--- config.mk ---
export PLATFORM = sky130hd
export DESIGN_NAME = matmul_seq_flat
export DESIGN_NICKNAME = d
export VERILOG_FILES = /design/src/rtl/matmul_seq_if.sv /design/src/rtl/matmul_seq.sv /design/src/flat_wrapper.sv
export SDC_FILE = /design/constraint.sdc
export NUM_CORES = 1
export LEC_CHECK = 0
export BUFFER_PORTS_ARGS = -buffer_cell sky130_fd_sc_hd__buf_4
export CORE_MARGIN = 3
export CORE_UTILIZATION = 48
export DETAILED_ROUTE_END_ITERATION = 7
export GPL_TIMING_DRIVEN = 0
export PLACE_DENSITY = 0.95
export SLEW_MARGIN = 40
export SYNTH_ARGS = -nofsm -noshare
export SYNTH_HDL_FRONTEND = slang
export SYNTH_SLANG_ARGS = --single-unit
--- constraint.sdc ---
create_clock -name clock -period 5 [get_ports clock]
set_input_delay 0.25 -clock clock [delete_from_list [all_inputs] [get_ports clock]]
set_output_delay 0.25 -clock clock [all_outputs]
set_load 0.01 [all_outputs]
--- src/rtl/matmul_seq_if.sv ---
// Bus bundle between the matmul sequencer and its neighbours.
//   Input FIFO : in_dout, in_empty (to sequencer), in_rd_en (from sequencer)
//   A/B BRAMs  : {a,b}_wr_addr, {a,b}_din, {a,b}_wr_en (from sequencer)
//   Core ctrl  : mm_reset, mm_start (from sequencer), mm_done (to sequencer)
//   C BRAM     : c_rd_addr (from sequencer), c_dout (to sequencer, 1-cycle latency)
//   Output FIFO: out_din, out_wr_en (from sequencer), out_full (to sequencer)
// The master modport is the sequencer; the slave modport is the environment.
interface matmul_seq_if #(
  parameter int unsigned DATA_WIDTH = 32,
  parameter int unsigned ADDR_WIDTH = 6
);
  logic [DATA_WIDTH-1:0] in_dout;
  logic                  in_empty;
  logic                  in_rd_en;

  logic [ADDR_WIDTH-1:0] a_wr_addr;
  logic [DATA_WIDTH-1:0] a_din;
  logic                  a_wr_en;
  logic [ADDR_WIDTH-1:0] b_wr_addr;
  logic [DATA_WIDTH-1:0] b_din;
  logic                  b_wr_en;

  logic                  mm_reset;
  logic                  mm_start;
  logic                  mm_done;

  logic [ADDR_WIDTH-1:0] c_rd_addr;
  logic [DATA_WIDTH-1:0] c_dout;

  logic [DATA_WIDTH-1:0] out_din;
  logic                  out_wr_en;
  logic                  out_full;

  modport master (
    input  in_dout, in_empty, mm_done, c_dout, out_full,
    output in_rd_en, a_wr_addr, a_din, a_wr_en, b_wr_addr, b_din, b_wr_en,
           mm_reset, mm_start, c_rd_addr, out_din, out_wr_en
  );

  modport slave (
    output in_dout, in_empty, mm_done, c_dout, out_full,
    input  in_rd_en, a_wr_addr, a_din, a_wr_en, b_wr_addr, b_din, b_wr_en,
           mm_reset, mm_start, c_rd_addr, out_din, out_wr_en
  );
endinterface

--- src/rtl/matmul_seq.sv ---
// Sequencer around the matmul core. Per go pulse it loads A then B (row-major, N*N words
// each) from the input FIFO into the A/B BRAMs, pulses the core reset and start, waits for
// the core's done, then streams the C BRAM row-major into the output FIFO.
// Ports:
//   clock, reset : system clock, synchronous active-high reset
//   go           : run request, honoured only in IDLE/DONE
//   busy, done   : status; busy outside IDLE/DONE, done while in DONE
//   bus          : FIFO / BRAM / core signals (see matmul_seq_if)
module matmul_seq #(
  parameter int unsigned N          = 8,
  parameter int unsigned DATA_WIDTH = 32,
  parameter int unsigned ADDR_WIDTH = 6
) (
  input  logic          clock,
  input  logic          reset,
  input  logic          go,
  output logic          busy,
  output logic          done,
  matmul_seq_if.master  bus
);

  localparam int unsigned NN   = N * N;
  localparam int unsigned CntW = ADDR_WIDTH + 1;
  localparam logic [CntW-1:0] Last  = CntW'(NN - 1);
  localparam logic [CntW-1:0] Total = CntW'(NN);

  typedef enum logic [2:0] {
    StIdle,
    StLoadA,
    StLoadB,
    StCoreRst,
    StCoreGo,
    StWait,
    StUnload,
    StDone
  } state_e;

  state_e                state_q;
  logic [CntW-1:0]       cnt_q;        // words loaded / words pushed
  logic [CntW-1:0]       rd_cnt_q;     // next C address to issue
  logic [ADDR_WIDTH-1:0] pend_addr_q;  // address of the read in flight
  logic                  rd_pend_q;    // c_dout carries valid data this cycle
  logic [DATA_WIDTH-1:0] hold_q;
  logic                  hold_valid_q;
  logic                  busy_q;
  logic                  done_q;
  logic                  mm_reset_q;
  logic                  mm_start_q;

  logic pop;
  logic push;
  logic hold_free;
  logic replay;
  logic issue;

  assign busy         = busy_q;
  assign done         = done_q;
  assign bus.mm_reset = mm_reset_q;
  assign bus.mm_start = mm_start_q;
  assign bus.out_din  = hold_q;

  always_comb begin
    pop           = 1'b0;
    push          = 1'b0;
    hold_free     = 1'b0;
    replay        = 1'b0;
    issue         = 1'b0;
    bus.in_rd_en  = 1'b0;
    bus.a_wr_en   = 1'b0;
    bus.a_din     = '0;
    bus.a_wr_addr = '0;
    bus.b_wr_en   = 1'b0;
    bus.b_din     = '0;
    bus.b_wr_addr = '0;
    bus.c_rd_addr = '0;
    bus.out_wr_en = 1'b0;

    unique case (state_q)
      StLoadA: begin
        pop           = !bus.in_empty;
        bus.in_rd_en  = pop;
        bus.a_wr_en   = pop;
        bus.a_din     = bus.in_dout;
        bus.a_wr_addr = cnt_q[ADDR_WIDTH-1:0];
      end
      StLoadB: begin
        pop           = !bus.in_empty;
        bus.in_rd_en  = pop;
        bus.b_wr_en   = pop;
        bus.b_din     = bus.in_dout;
        bus.b_wr_addr = cnt_q[ADDR_WIDTH-1:0];
      end
      StUnload: begin
        push          = hold_valid_q && !bus.out_full;
        hold_free     = !hold_valid_q || push;
        // Returning word cannot be captured: re-read the same address so c_dout
        // presents it again next cycle instead of dropping it.
        replay        = rd_pend_q && !hold_free;
        issue         = !replay && hold_free && (rd_cnt_q != Total);
        bus.c_rd_addr = replay ? pend_addr_q : rd_cnt_q[ADDR_WIDTH-1:0];
        bus.out_wr_en = push;
      end
      default: ;
    endcase
  end

  always_ff @(posedge clock) begin
    if (reset) begin
      state_q      <= StIdle;
      cnt_q        <= '0;
      rd_cnt_q     <= '0;
      pend_addr_q  <= '0;
      rd_pend_q    <= 1'b0;
      hold_q       <= '0;
      hold_valid_q <= 1'b0;
      busy_q       <= 1'b0;
      done_q       <= 1'b0;
      mm_reset_q   <= 1'b0;
      mm_start_q   <= 1'b0;
    end else begin
      unique case (state_q)
        StIdle, StDone: begin
          if (go) begin
            state_q <= StLoadA;
            cnt_q   <= '0;
            busy_q  <= 1'b1;
            done_q  <= 1'b0;
          end
        end
        StLoadA: begin
          if (pop) begin
            if (cnt_q == Last) begin
              state_q <= StLoadB;
              cnt_q   <= '0;
            end else begin
              cnt_q <= cnt_q + 1'b1;
            end
          end
        end
        StLoadB: begin
          if (pop) begin
            if (cnt_q == Last) begin
              state_q    <= StCoreRst;
              cnt_q      <= '0;
              mm_reset_q <= 1'b1;
            end else begin
              cnt_q <= cnt_q + 1'b1;
            end
          end
        end
        StCoreRst: begin
          state_q    <= StCoreGo;
          mm_reset_q <= 1'b0;
          mm_start_q <= 1'b1;
        end
        StCoreGo: begin
          state_q    <= StWait;
          mm_start_q <= 1'b0;
        end
        StWait: begin
          if (bus.mm_done) begin
            state_q      <= StUnload;
            cnt_q        <= '0;
            rd_cnt_q     <= '0;
            rd_pend_q    <= 1'b0;
            hold_valid_q <= 1'b0;
          end
        end
        StUnload: begin
          if (!replay) begin
            if (rd_pend_q) begin
              hold_q       <= bus.c_dout;
              hold_valid_q <= 1'b1;
            end else if (push) begin
              hold_valid_q <= 1'b0;
            end
            rd_pend_q <= issue;
            if (issue) begin
              pend_addr_q <= rd_cnt_q[ADDR_WIDTH-1:0];
              rd_cnt_q    <= rd_cnt_q + 1'b1;
            end
          end
          if (push) begin
            cnt_q <= cnt_q + 1'b1;
            if (cnt_q == Last) begin
              state_q <= StDone;
              busy_q  <= 1'b0;
              done_q  <= 1'b1;
            end
          end
        end
        default: state_q <= StIdle;
      endcase
    end
  end

endmodule

--- src/flat_wrapper.sv ---
// flat-port wrapper written by rule: the top's interface ports become plain ports
module matmul_seq_flat 
#(
  parameter int unsigned N          = 8,
  parameter int unsigned DATA_WIDTH = 32,
  parameter int unsigned ADDR_WIDTH = 6
)
  (clock, reset, go, busy, done, bus_in_dout, bus_in_empty, bus_mm_done, bus_c_dout, bus_out_full, bus_in_rd_en, bus_a_wr_addr, bus_a_din, bus_a_wr_en, bus_b_wr_addr, bus_b_din, bus_b_wr_en, bus_mm_reset, bus_mm_start, bus_c_rd_addr, bus_out_din, bus_out_wr_en);
  matmul_seq_if #(.DATA_WIDTH(DATA_WIDTH), .ADDR_WIDTH(ADDR_WIDTH)) bus_i ();
  input  logic clock;
  input  logic reset;
  input  logic go;
  output logic busy;
  output logic done;
  input wire logic [$bits(bus_i.in_dout)-1:0] bus_in_dout;
  input wire logic [$bits(bus_i.in_empty)-1:0] bus_in_empty;
  input wire logic [$bits(bus_i.mm_done)-1:0] bus_mm_done;
  input wire logic [$bits(bus_i.c_dout)-1:0] bus_c_dout;
  input wire logic [$bits(bus_i.out_full)-1:0] bus_out_full;
  output wire logic [$bits(bus_i.in_rd_en)-1:0] bus_in_rd_en;
  output wire logic [$bits(bus_i.a_wr_addr)-1:0] bus_a_wr_addr;
  output wire logic [$bits(bus_i.a_din)-1:0] bus_a_din;
  output wire logic [$bits(bus_i.a_wr_en)-1:0] bus_a_wr_en;
  output wire logic [$bits(bus_i.b_wr_addr)-1:0] bus_b_wr_addr;
  output wire logic [$bits(bus_i.b_din)-1:0] bus_b_din;
  output wire logic [$bits(bus_i.b_wr_en)-1:0] bus_b_wr_en;
  output wire logic [$bits(bus_i.mm_reset)-1:0] bus_mm_reset;
  output wire logic [$bits(bus_i.mm_start)-1:0] bus_mm_start;
  output wire logic [$bits(bus_i.c_rd_addr)-1:0] bus_c_rd_addr;
  output wire logic [$bits(bus_i.out_din)-1:0] bus_out_din;
  output wire logic [$bits(bus_i.out_wr_en)-1:0] bus_out_wr_en;
  assign bus_i.in_dout = bus_in_dout;
  assign bus_i.in_empty = bus_in_empty;
  assign bus_i.mm_done = bus_mm_done;
  assign bus_i.c_dout = bus_c_dout;
  assign bus_i.out_full = bus_out_full;
  assign bus_in_rd_en = bus_i.in_rd_en;
  assign bus_a_wr_addr = bus_i.a_wr_addr;
  assign bus_a_din = bus_i.a_din;
  assign bus_a_wr_en = bus_i.a_wr_en;
  assign bus_b_wr_addr = bus_i.b_wr_addr;
  assign bus_b_din = bus_i.b_din;
  assign bus_b_wr_en = bus_i.b_wr_en;
  assign bus_mm_reset = bus_i.mm_reset;
  assign bus_mm_start = bus_i.mm_start;
  assign bus_c_rd_addr = bus_i.c_rd_addr;
  assign bus_out_din = bus_i.out_din;
  assign bus_out_wr_en = bus_i.out_wr_en;
  matmul_seq #(.N(N), .DATA_WIDTH(DATA_WIDTH), .ADDR_WIDTH(ADDR_WIDTH)) u_core (.clock(clock), .reset(reset), .go(go), .busy(busy), .done(done), .bus(bus_i));
endmodule
==> flow_summary.json, run 1 <==
{
  "status": "complete, no violations",
  "power_frac_clock_pct": 44.4,
  "switching_share_pct": 22.66,
  "drcViolationCount": 0,
  "ir_drop_v": 0.0002201,
  "combinationalPowerShare_pct": 11.9,
  "synth_seq_cells": 61,
  "netlist.top_cell.by_area": "dfxtp_1",
  "finalCritPeriodShare_pct": 49.91,
  "crit_path_max_fanout": 10,
  "finalSetupViolCount": 0,
  "whs_ns": 0.1443,
  "tightestPinTransition_ns": 0.7177,
  "instances_no_fill": 714,
  "die_h_um": 88.83,
  "routedWlPerCell_um": 15.89,
  "slew_headroom_pct": 51.63,
  "worstPathArrival_ns": 2.25,
  "start_util_pct": 50.70,
  "max_cap_viol_count": 0,
  "end_kind": "output port",
  "rsz0062_at_grt": "false",
  "rows": 29,
  "p_int_uw": 867.5,
  "critPathKind": "register to output port",
  "cts_resized": 0,
  "hold-path-cell-count": 2,
  "root_buffer": "clkbuf_8",
  "antenna_cells": 0,
  "multi_input_area_sq_um": 1878,
  "ys_seq_area_share_pct": 37.08,
  "maxSlewViolCount": 0,
  "powerDensity_nw_per_um2": 221.9,
  "layout_setup_ws_ns": 2.504,
  "startpoint_type": "register",
  "dp.cells": 697,
  "yosysWarnings": 0,
  "place_ws_ns": 2.886,
  "required_ns": 4.75,
  "synth_edf_count": 0,
  "path_clk_slew_ns": 0.07,
  "layout.nets": 705,
  "die_area_sq_um": 7891,
  "r2r_cells": 7,
  "layout-drive-gt1-share_pct": 35.95,
  "synth_area_leaders": "dfxtp_1 37%, nand2_1 9.1%, a21oi_1 8.4%",
  "grt_pass1_wl_mm": 17.33,
  "htree_num_levels": 3,
  "fmax_ghz": 0.4007,
  "netlist_instances": 429,
  "hp-class": "input pin to register",
  "worstSkewPairLatency_ns": 0.34,
  "async_reset_ff_share_pct": 0,
  "syn_area_sq_um": 3293,
  "synth_top_flop_cell": "dfxtp_1",
  "yosysTopAreaCellShare_pct": 37.08,
  "antenna_left": 0,
  "antenna_found_initial": 0,
  "viasPerCell": 5.528,
  "p_seq_share_pct": 43.8,
  "grt_max_degree": 11,
  "place.gp.congestion": 0.8728,
  "vias": 3947,
  "first_global_vias": 3714,
  "wl_mm": 11.34,
  "syn_avg_cell_area_sq_um": 7.676,
  "hold_buffers": 0,
  "area_growth_pct": 53.46,
  "pin_count": 192,
  "clockBufferDepth": 2,
  "register_area_sq_um": 1221,
  "post-route-min-period_ns": 2.496,
  "clock-sinks": 61,
  "postCtsSetupBuffers": 0,
  "dieWidth_um": 88.83,
  "cts_made_buffers": 9,
  "portBuffers": 191,
  "syn_nets": 502,
  "synth_cell_types": 49,
  "setup_tns_ns": 0,
  "fill_cells": 458,
  "grt_overflow": 0,
  "hpwl_mm": 8.893,
  "p_sw_uw": 254.1,
  "cts_tree": "yes",
  "grt_use_total_pct": 27.89,
  "drt-initial-drc-count": 185,
  "p_leak_uw": 0.002461,
  "skew_ns": 0.005130,
  "core_area_sq_um": 6495,
  "dr.pass1.iters": 4,
  "hold_viol_final": 0
}
==> power groups by stage <==
stage / Sequential (uW) / Clock, uW / Combinational [uW]
2_1_floorplan: 501 / 0 / 49.5
3_3_place_gp: 502 / 0 / 128
4_1_cts: 491 / 499 / 132
3_5_place_dp: 502 / 0 / 131
6_report: 491 / 498 / 133
5_1_grt: 491 / 520 / 144
==> cell usage in the layout (no fill, tap or decap), types with 5 or more instances in the layout <==
master	Yosys	layout
a21oi_1	55	55
clkbuf_8	0	11
inv_1	7	7
buf_2	5	5
buf_4	3	194
mux2i_1	12	12
nand2_1	80	80
or3_1	7	7
nand3_1	7	7
nor2_1	15	15
and3_1	42	42
dfxtp_1	61	61
o21ai_0	7	7
and2_1	41	41
clkbuf_1	23	24
==> path summary, 6_finish.rpt <==
kind                                                     startpoint                             endpoint  slack, ns
worst max register to register       u_core.state_q[1]$_SDFFE_PP0P_     u_core.hold_valid_q$_SDFFE_PP0P_       3.04
worst max-delay path                 u_core.state_q[1]$_SDFFE_PP0P_                        bus_b_din[25]       2.50
worst min register to register  u_core.bus.out_din[18]$_SDFFE_PP0P_  u_core.bus.out_din[18]$_SDFFE_PP0P_       0.45
worst min-delay path                                          reset             u_core.done$_SDFFE_PP0P_       0.14
==> cell families (layout without fill, tap and decap cells) <==
| family | count (synthesis) | count (layout) | share of synthesized area [%] |
|---|---|---|---|
| compound gates | 92 | 92 | 16.79 |
| xor+xnor | 1 | 1 | 0.2660 |
| fa+ha+maj | 3 | 3 | 1.140 |
| buf+inv | 41 | 249 | 5.889 |
| flops | 61 | 61 | 37.08 |
| mux | 13 | 13 | 4.103 |
| simple gates | 218 | 218 | 34.73 |
==> worst max-delay path, cell delays in order (launching register included) <==
cell and delay [ns]:
dfxtp_1 0.33, buf_6 0.13, buf_4 0.17, and2b_1 0.24, clkbuf_1 0.33, clkbuf_1 0.32
and3_1 0.24, buf_4 0.13
==> registers in the layout, summed over array words and instances, names as in the netlist <==
name	count
u_core.rd_cnt_q	7
u_core.bus.mm_reset	1
u_core.busy	1
u_core.state_q	3
u_core.hold_valid_q	1
u_core.bus.out_din	32
u_core.cnt_q	7
u_core.rd_pend_q	1
u_core.bus.mm_start	1
u_core.pend_addr_q	6
u_core.done	1
==> layout make-up <==
| cell class | instances | share of cell area [%] |
|---|---|---|
| Sequential cell | 61 | 24.16 |
| Multi-Input combinational cell | 327 | 37.16 |
| Inverter | 7 | 0.5199 |
| Clock buffer | 12 | 3.070 |
| Tap cell | 77 | 1.906 |
| Buffer | 34 | 3.318 |
| Timing Repair Buffer | 192 | 28.47 |
| Clock inverter | 4 | 1.386 |
==> Yosys cell counts, drive strengths merged (2+ instances only) <==
library cell  count
and3b             2
clkbuf           23
o21ai            12
and2             42
or3               7
nand4             2
nand2            80
or4               6
o2111ai           2
nand2b            2
a21o              4
o211ai            4
mux2i            12
and4              2
nand3             7
nor2b             2
a211oi            2
inv               7
a2111oi           2
buf              11
dfxtp            61
ha                3
nor3              4
a21oi            55
and3             42
o31ai             4
nor2             15
==> stage by stage <==
step	utilization (%)	power, uW	instance area [sq um]
floorplan	-	550.9	3293
global placement	74.26	630.1	4823
detailed placement	74.26	632.9	4823
CTS	77.73	1122	5049
global route	77.81	1155	5054
finish	77.81	1122	5054
==> per-layer routing <==
layer	track usage (%)	part of all wire, %	up-vias
met5	0	0	-
met2	49.60	51	220
met3	7.263	9.4	40
li1	-	-	1892
met4	16.62	3.9	0
met1	29.32	36	1795
No activity file was read; power rests on OpenSTA's default activity.
==> run 2: changes to the inputs <==
Settings changed: CORE_UTILIZATION 48 to 44, PLACE_DENSITY 0.95 to 0.89.
Clock period 5 ns to 2.3 ns, I/O delays scaled along.
==> flow_summary.json, run 2 (synthesis results as in run 1) <==
{
  "layout.nets": 706,
  "powerDensity_nw_per_um2": 431.5,
  "first_global_vias": 3616,
  "register_area_sq_um": 1221,
  "skew_ns": 0.006389,
  "maxSlewViolCount": 0,
  "dieWidth_um": 92.51,
  "crit_path_max_fanout": 10,
  "rsz0062_at_grt": "false",
  "drt-initial-drc-count": 232,
  "clock-sinks": 61,
  "slew_headroom_pct": 51.35,
  "critPathKind": "register to output port",
  "startpoint_type": "register",
  "pin_count": 192,
  "timing.reg2reg.setup_slack_ns": 0.44,
  "final_common_cell": "buf_4",
  "r2r-start": "u_core.hold_valid_q$_SDFFE_PP0P_",
  "p_leak_uw": 0.002445,
  "setup_tns_ns": 0,
  "ir_drop_v": 0.0003970,
  "tightestPinTransition_ns": 0.7218,
  "hp-class": "input pin to register",
  "portBuffers": 191,
  "antenna_cells": 0,
  "worstSkewPairLatency_ns": 0.34,
  "largest_reg_flops": 32,
  "die_area_sq_um": 8558,
  "max_cap_viol_count": 0,
  "required_ns": 2.18,
  "drcViolationCount": 0,
  "core_area_sq_um": 7019,
  "die_h_um": 92.51,
  "hpwl_mm": 8.822,
  "min_from": "bus_c_dout[14]",
  "worstPathArrival_ns": 2.06,
  "grt_pass1_wl_mm": 17.24,
  "min_to": "u_core.bus.out_din[14]$_SDFFE_PP0P_",
  "layout-drive-gt1-share_pct": 36.36,
  "r2r_end": "u_core.cnt_q[3]$_SDFFE_PP0P_",
  "clockBufferDepth": 2,
  "r2r_cells": 5,
  "antenna_left": 0,
  "htree_num_levels": 3,
  "status": "complete, no violations",
  "grt_overflow": 0,
  "vias": 3862,
  "cts_tree": "yes",
  "grt_use_total_pct": 24.97,
  "cts_made_buffers": 9,
  "dr.pass1.iters": 6,
  "rows": 30,
  "root_buffer": "clkbuf_8",
  "end_kind": "output port",
  "start_util_pct": 46.92,
  "post-route-min-period_ns": 2.175,
  "most-common-layout-cells": "194 x buf_4, 80 x nand2_1, 61 x dfxtp_1, 55 x a21oi_1, 42 x and3_1",
  "finalCritPeriodShare_pct": 94.58,
  "finalSetupViolCount": 0,
  "hold-path-cell-count": 3,
  "fill_cells": 552,
  "antenna_found_initial": 0,
  "fmax_ghz": 0.4597,
  "wl_mm": 11.10,
  "place.gp.congestion": 0.8607,
  "area_growth_pct": 52.85,
  "hold_viol_final": 0,
  "grt_max_degree": 12,
  "final_util_pct": 71.71,
  "multi_input_area_sq_um": 1878,
  "path_clk_slew_ns": 0.07,
  "viasPerCell": 5.262,
  "routedWlPerCell_um": 15.12
}
-- run 2: cell count changes in the layout (fill, tap and decap cells not counted), sizes merged --
cell / change
clkbuf: -2
dlygate4sd3: +1
clkinv: +3
bufinv: -2
clkinvlp: +1
-- run 2: through the flow --
stage / hold slack, ns / total power, uW / std cells / worst slack, ns / instance area [sq um]
after floorplan: 0.2047 / 1198 / 429 / 0.6444 / 3293
after global placement: 0.3424 / 1371 / 716 / 0.4056 / 4847
after detailed placement: 0.3421 / 1376 / 716 / 0.3410 / 4847
after CTS: 0.009742 / 2175 / 733 / 0.0008984 / 5025
after global routing: 0.01616 / 2250 / 734 / 0.03215 / 5034
final: 0.01438 / 2172 / 734 / 0.1246 / 5034
-- run 2: per-layer routing --
metal	up-vias	GRT usage [%]	share of wire, %
met3	19	6.093	7.9
met5	-	0	0
li1	1891	-	-
met2	199	45.50	52
met1	1753	27.36	38
met4	0	10.64	2.5
-- run 2: where the power goes --
part | leakage (uW) | switching, uW | total, uW | internal, uW
registers | 0.000492 | 6.19 | 1070 | 1060
logic | 0.00187 | 130 | 290 | 160
clock network | 0.0000860 | 427 | 815 | 388
-- run 2: worst max-delay path by stage --
stage,startpoint,cells past startpoint,end
floorplan,u_core.state_q[1]$_SDFFE_PP0P_,6,u_core.cnt_q[1]$_SDFFE_PP0P_
global placement,u_core.state_q[1]$_SDFFE_PP0P_,5,u_core.cnt_q[3]$_SDFFE_PP0P_
finish,u_core.state_q[1]$_SDFFE_PP0P_,7,bus_b_din[26]
global route,u_core.state_q[1]$_SDFFE_PP0P_,7,bus_b_din[21]
detailed placement,u_core.state_q[2]$_SDFFE_PP0P_,5,u_core.cnt_q[0]$_SDFFE_PP0P_
CTS,u_core.state_q[1]$_SDFFE_PP0P_,8,bus_a_din[22]
-- run 2: critical path, cell delays in order, from the launching register on --
cell      delay [ns]
dfxtp_1         0.33
buf_6           0.12
buf_4           0.17
and2b_1         0.23
clkbuf_2        0.23
clkbuf_1        0.30
and3_1          0.22
buf_4           0.12
-- run 2: cell type report --
cell class / count / area share [%]
sequential: 61 / 24.26
buffer: 34 / 3.405
multi-input combinational: 327 / 37.31
clock inverter: 6 / 0.7954
inverter: 7 / 0.5220
timing repair buffer: 193 / 28.78
tap: 96 / 2.386
clock buffer: 10 / 2.535
-- run 2: what timing repair did --
item                                    4_1_cts  5_1_grt
gates resized for setup                       0        6
endpoints found under the setup margin        0       26
hold buffers                                  1        0
hold endpoints to repair                      2        0
setup buffers                                 0        0
==> run 3: changes to the inputs <==
Settings changed: ABC_AREA from default to 1.
==> flow_summary.json, run 3 <==
{
  "layout_setup_ws_ns": 0.3470,
  "hold_viol_final": 0,
  "hold_buffers": 0,
  "synth_top_flop_cell": "dfxtp_1",
  "end_kind": "output port",
  "layout-drive-gt1-share_pct": 30.69,
  "post-route-min-period_ns": 1.953,
  "grt_overflow": 0,
  "timing.reg2reg.setup_slack_ns": 0.54,
  "crit_path_max_fanout": 10,
  "grt_use_total_pct": 24.52,
  "path_clk_slew_ns": 0.07,
  "syn_avg_cell_area_sq_um": 6.070,
  "finalSetupViolCount": 0,
  "yosysMostFrequentCell": "nor2_1",
  "postCtsSetupBuffers": 0,
  "vias": 4023,
  "die_h_um": 92.07,
  "clock-sinks": 61,
  "grt_max_degree": 12,
  "synthTopCellsByCount": "176 x nor2_1, 77 x nand2_1, 73 x inv_1",
  "most-common-layout-cells": "194 x buf_4, 176 x nor2_1, 77 x nand2_1, 73 x inv_1, 61 x dfxtp_1",
  "place_ws_ns": 0.5928,
  "required_ns": 2.18,
  "worstSkewPairLatency_ns": 0.35,
  "syn_nets": 610,
  "dieWidth_um": 92.07,
  "antenna_left": 0,
  "dpl_cell_area_sq_um": 4806,
  "core_area_sq_um": 6982,
  "dr.pass1.iters": 5,
  "skew_ns": 0.008270,
  "tightestPinTransition_ns": 0.5192,
  "stdcell_area_sq_um": 5030,
  "layout.nets": 811,
  "viasPerCell": 4.795,
  "dp.cells": 823,
  "start_util_pct": 46.68,
  "area_growth_pct": 54.32,
  "die_area_sq_um": 8476,
  "cts_made_buffers": 9,
  "rsz0062_at_grt": "false",
  "netlist.top_cell.by_area": "dfxtp_1",
  "portBuffers": 190,
  "routedWlPerCell_um": 12.72,
  "ir_drop_v": 0.0005353,
  "antenna_found_initial": 0,
  "syn_area_sq_um": 3259,
  "largest_reg_flops": 32,
  "htree_num_levels": 3,
  "synth_seq_cells": 61,
  "worstPathArrival_ns": 1.84,
  "cts_resized": 0,
  "slew_headroom_pct": 65.39,
  "hpwl_mm": 8.477,
  "instances_no_fill": 839,
  "p_leak_uw": 0.002595,
  "fill_cells": 610,
  "place.gp.congestion": 0.9090,
  "synth_edf_count": 0,
  "maxSlewViolCount": 0,
  "grt_pass1_wl_mm": 17.26,
  "wl_mm": 10.67,
  "clockBufferDepth": 2,
  "pin_count": 192,
  "drt-initial-drc-count": 230,
  "power_uw": 3908,
  "netlist_instances": 537,
  "powerDensity_nw_per_um2": 777.0,
  "hp-class": "input pin to register",
  "multi_input_area_sq_um": 1630,
  "first_global_vias": 3795,
  "root_buffer": "clkbuf_8",
  "yosysTopAreaCellShare_pct": 37.47,
  "finalCritPeriodShare_pct": 84.91,
  "drcViolationCount": 0,
  "setup_tns_ns": 0,
  "rows": 30,
  "final_common_cell": "buf_4",
  "max_cap_viol_count": 0,
  "fmax_ghz": 0.5120,
  "startpoint_type": "register",
  "synth_area_leaders": "dfxtp_1 37%, nor2_1 20%, nand2_1 8.9%",
  "critPathKind": "register to output port",
  "antenna_cells": 0,
  "async_reset_ff_share_pct": 0,
  "status": "complete, no violations",
  "synth_cell_types": 24,
  "ys_seq_area_share_pct": 37.47,
  "register_area_sq_um": 1221,
  "cts_tree": "yes",
  "yosysWarnings": 0
}
run 3: changes by cell type in the layout (fill, tap and decap cells not counted), sizes merged, moves of 12 or more:
cell / before / now
a21oi: 55 / 24
inv: 7 / 76
mux2i: 12 / 0
and3: 42 / 0
o21ai: 12 / 48
nand3: 7 / 23
and2: 42 / 0
nor2: 15 / 178
run 3: cell type report:
type                    instances  area share [%]
plain buffers                  26           2.438
clock buffers                  10           2.736
clock inverters                 6           1.716
inverters                      76           5.672
multi-input cells             374           32.41
flip-flops and latches         61           24.28
well taps                      96           2.388
repair buffers                190           28.36
run 3: path summary, 6_finish.rpt:
path	start	end	cells after the start
max	u_core.state_q[1]$_SDFFE_PP0P_	bus_a_din[30]	6
min	bus_c_dout[30]	u_core.bus.out_din[30]$_SDFFE_PP0P_	3
max reg2reg	u_core.cnt_q[0]$_SDFFE_PP0P_	u_core.state_q[2]$_SDFFE_PP0P_	8
min reg2reg	u_core.busy$_SDFFE_PP0P_	u_core.busy$_SDFFE_PP0P_	2
run 3: worst max-delay path, stage by stage, from the launching register on:
cell and delay [ns]:
dfxtp_1 0.46, inv_1 0.15, nand3_1 0.17, buf_2 0.25, buf_2 0.25, nor2_1 0.07
buf_4 0.14
run 3: routing by layer:
metal,GRT usage [%],wire [um]
met1,28.08,4156
met2,43.43,5530
met3,8.696,819
met4,5.941,165
met5,0,0
run 3: cells by family (layout without fill, tap and decap cells):
| group | Yosys count | after routing | synth area share, % |
|---|---|---|---|
| and+or+nand+nor | 288 | 288 | 35.28 |
| buffers and inverters | 102 | 308 | 12.51 |
| AOI/OAI and AO/OA | 79 | 79 | 12.51 |
| DFF | 61 | 61 | 37.47 |
| xor gates and xnor gates | 4 | 4 | 1.075 |
| adders and majority gates | 3 | 3 | 1.152 |
run 3: report_power, final:
part | internal, uW | total, uW | leakage (uW) | switching (uW)
Clock | 637 | 1070 | 0.000112 | 434
Sequential | 1130 | 1190 | 0.000493 | 62.5
Combinational | 659 | 1640 | 0.00199 | 985
Total | 2430 | 3910 | 0.00260 | 1480
run 3: through the flow:
stage / hold WS [ns] / utilization, %
CTS: 0.01235 / 72.04
global route: 0.02215 / 72.04
detailed placement: 0.3753 / 68.84
finish: 0.02023 / 72.04
global placement: 0.3646 / 68.84
floorplan: 0.2775 / -
